## config.mk

```make
export PLATFORM = sky130hd
export DESIGN_NAME = shift_register_4b
export DESIGN_NICKNAME = d
export VERILOG_FILES = /design/src/rtl/shift_register_4b.sv
export SDC_FILE = /design/constraint.sdc
export NUM_CORES = 1
export LEC_CHECK = 0
export ABC_AREA = 1
export BUFFER_PORTS_ARGS = -buffer_cell sky130_fd_sc_hd__buf_2
export CAP_MARGIN = 20
export CORE_AREA = 2 2 39 41
export DETAILED_ROUTE_END_ITERATION = 10
export DIE_AREA = 0 0 41 43
export GPL_ROUTABILITY_DRIVEN = 0
export HOLD_SLACK_MARGIN = 0.1
export PLACE_DENSITY = 0.7
export SYNTH_ARGS = -nofsm -noshare
export SYNTH_HDL_FRONTEND = slang
export SYNTH_SLANG_ARGS = --single-unit
```

## constraint.sdc

```tcl
create_clock -name clk -period 1.65 [get_ports clk]
set_input_delay 0.165 -clock clk [delete_from_list [all_inputs] [get_ports clk]]
set_output_delay 0.165 -clock clk [all_outputs]
set_load 0.005 [all_outputs]
```

## src/rtl/shift_register_4b.sv

```systemverilog
// WIDTH-bit shift/rotate/load register with a serial output bit, a saturating
// operation counter and a one-cycle done pulse when the counter first reaches WIDTH.
module shift_register_4b #(
  parameter  int WIDTH = 4,
  localparam int CW    = $clog2(WIDTH + 1)
) (
  input  logic             clk,
  input  logic             rst,
  input  logic             enb,
  input  logic [1:0]       modo,
  input  logic             dir,
  input  logic             s_in,
  input  logic [WIDTH-1:0] d,
  output logic [WIDTH-1:0] q,
  output logic             s_out,
  output logic [CW-1:0]    cnt,
  output logic             done
);

  localparam logic [1:0] MODO_SHIFT  = 2'b00;
  localparam logic [1:0] MODO_ROTATE = 2'b01;
  localparam logic [1:0] MODO_LOAD   = 2'b10;

  logic [WIDTH-1:0] q_nxt;
  logic             s_out_nxt;
  logic [CW-1:0]    cnt_nxt;
  logic             done_nxt;
  logic             moving;
  logic             fill_bit;

  // Shift feeds s_in into the vacated end; rotate feeds back the bit leaving.
  always_comb begin
    fill_bit = s_in;
    if (modo == MODO_ROTATE) begin
      fill_bit = dir ? q[0] : q[WIDTH-1];
    end
  end

  always_comb begin
    q_nxt     = q;
    s_out_nxt = s_out;
    cnt_nxt   = cnt;
    done_nxt  = 1'b0;
    moving    = 1'b0;
    if (!enb) begin
      case (modo)
        MODO_SHIFT, MODO_ROTATE: begin
          moving = 1'b1;
          if (dir) begin
            q_nxt     = {fill_bit, q[WIDTH-1:1]};
            s_out_nxt = q[0];
          end else begin
            q_nxt     = {q[WIDTH-2:0], fill_bit};
            s_out_nxt = q[WIDTH-1];
          end
        end
        MODO_LOAD: begin
          q_nxt     = d;
          s_out_nxt = 1'b0;
          cnt_nxt   = '0;
        end
        default: ;
      endcase
    end
    // Counter saturates at WIDTH; done fires only on the WIDTH-1 -> WIDTH step.
    if (moving && (cnt < CW'(WIDTH))) begin
      cnt_nxt  = cnt + CW'(1);
      done_nxt = (cnt == CW'(WIDTH - 1));
    end
  end

  always_ff @(posedge clk) begin
    if (rst) begin
      q     <= '0;
      s_out <= 1'b0;
      cnt   <= '0;
      done  <= 1'b0;
    end else begin
      q     <= q_nxt;
      s_out <= s_out_nxt;
      cnt   <= cnt_nxt;
      done  <= done_nxt;
    end
  end

endmodule

```

==> impl_metrics.yaml <==
run_status:
  outcome: "complete, no violations"
worst_setup_path:
  crit_type: "in2reg"
  cp_data_arrival_time_ns: 1.26
  cp_slowest_stage_delay_ns: 0.53
  path_cells: "dlygate4sd3_1 -> buf_2 -> inv_1 -> o21ai_1 -> a21oi_1"
  required_ns: 1.83
  critPathSlowestCell: "dlygate4sd3_1"
  cp-end-kind: "flop"
  crit_fanout: 8
  start_kind: "primary input"
cells_and_area:
  areaGrowthSynthToFinish_pct: 30.6
  final_util_pct: 46.7
  final_common_cell: "buf_2"
  final_layout_size_suffix_gt1_share_pct: 33.0
  layout_common_cells: "buf_2 (19), nand2_1 (18), o21ai_1 (9), dfxtp_1 (9), nor2_1 (8)"
  layout.cells.non_filler: 113
  final_nets: 111
  antenna_cells: 0
logic_synthesis:
  ys_ff_latch: 9
  syn-num-nets: 86
  ys_seq_area_share_pct: 36.4
  synth.yosys.warnings: 0
  yosysTopAreaCell: "dfxtp_1"
  synth_top_area_share_pct: 36.4
  synth_area_leaders: "dfxtp_1 (36%), nand2_1 (14%), o21ai_1 (9.1%)"
  synth_cell_types: 15
  syn-cell-area_sq_um: 495
  synthCells: 73
  syn_avg_cell_area_sq_um: 6.79
timing:
  fin_skew_ns: 0.00389
  tightestPinTransition_ns: 0.230
  fin_crit_sh_pct: 65.5
  slew_violations: 0
  clock.fmax_ghz: 0.926
  setup_ws_ns: 0.570
  setup-tns-final_ns: 0
  max_slew_margin_pct: 84.6
  setup_viol: 0
  min_period_ns: 1.08
  hold_viol: 0
  hold_slack_ns: 0.196
  rsz0062_at_grt: "no"
routing:
  drt-initial-drc-count: 6
  vias: 535
  antenna_left: 0
  wl_per_cell_um: 10.0
  route.detailed.drc: 0
  postRouteWirelength_um: 1140
  dr.pass1.iters: 4
  vias_per_cell: 4.73
power:
  seq_power_share_pct: 48.3
  power_frac_comb_pct: 19.3
  p_int_uw: 361
  swShare_pct: 26.8
  p_clk_share_pct: 32.4
  p_switching_uw: 132
  powerDensity_nw_per_um2: 762
  ir_worst_vdd_v: 0.000624
  leakagePower_uw: 0.000324
die:
  die_h_um: 43
  io_pins: 20
  die-area_sq_um: 1760
  initial_core_util_pct: 35.8
  die_x_um: 41
  core_sq_um: 1380
  rows: 14
clocking:
  clk_pin_slew_ns: 0.06
  clk_latency_ns: 0.25
  clock-root-buffer: "clkbuf_4"
  cts.path.max_buffers: 2
  cts.sinks: 9
  postCtsSetupBuffers: 0
  cts_buffers: 3
  htreeDepth: 1
  cts_tree: "done"
placed_design:
  dp_slack_ns: 0.668
  place_inst: 108
  dp_hpwl_um: 935
  port_buffers: 19
global_route:
  grt_max_degree: 9
  gr-usage-all-layers_pct: 16.5
  first_global_vias: 460
  grt_antenna_before_repair: 0
  grt_pass1_wl_um: 1940
  grt-ovfl-total: 0
run:
  max_cap_violations: 0
worst_hold_path:
  hold_class: "in2reg"
[area by class of cell]
type / count / area, sq um
fillers: 166 / 737
multi-input cells: 54 / 278
well taps: 16 / 20.0
clock buffers: 4 / 26.3
repair buffers: 20 / 105
flip-flops and latches: 9 / 180
inverters: 10 / 37.5
[flip-flops by register name (all words and copies together) (netlist names)]
name / flops
cnt: 3
done: 1
q: 4
s_out: 1
[routing by layer]
layer / vias to the layer above / wire length, um / global-route usage (%)
li1: 288 / - / -
met1: 232 / 516 / 20.5
met2: 15 / 545 / 24.7
met3: 0 / 73 / 9.95
met4: 0 / 0 / 2.00
met5: - / 0 / 0
[cell families after synthesis]
family | after synthesis | synth area share (%)
adders and majority gates | 2 | 5.05
DFF | 9 | 36.4
and+or+nand+nor | 33 | 28.3
AOI/OAI and AO/OA | 19 | 22.7
buffers and inverters | 10 | 7.57
[path summary, 6_finish.rpt]
kind                             start     end  slack (ns)  cells past startpoint
worst max-delay path               rst    q[3]        0.57                      5
worst min-delay path              d[1]    q[1]        0.20                      3
worst max register to register  cnt[0]  cnt[2]        0.67                      3
worst min register to register   s_out   s_out        0.46                      2
[synth_stat cells]
master / instances
nor2_4: 1
o21ai_4: 1
nor2_1: 8
ha_1: 2
nand3_1: 5
a21oi_1: 7
nand2_1: 18
inv_2: 6
dfxtp_1: 9
clkinv_1: 1
inv_1: 3
o21bai_1: 1
o21ai_1: 9
nor2_2: 1
a21oi_2: 1
[power groups by stage]
stage / clock, uW / sequential [uW] / combinational (uW)
final: 160 / 238 / 95.1
after global routing: 185 / 239 / 109
after CTS: 169 / 238 / 96.0
after detailed placement: 0 / 243 / 93.9
after global placement: 0 / 242 / 91.7
after floorplan: 0 / 242 / 54.9
[critical path: cells and delay by family]
family / cells / cell delay, ns
AOI/OAI and AO/OA: 2 / 0.23
buffers and inverters: 3 / 0.86
[timing repair]
item                      4_1_cts  5_1_grt
hold buffers                    1        0
resized for setup               0        0
hold endpoints to repair        1        0
[through the flow]
stage,cell area (sq um),total power [uW]
finish,647,493
global route,647,533
CTS,647,503
detailed placement,611,336
global placement,611,333
floorplan,495,297
Note: power is estimated with default switching activity, not from simulation.
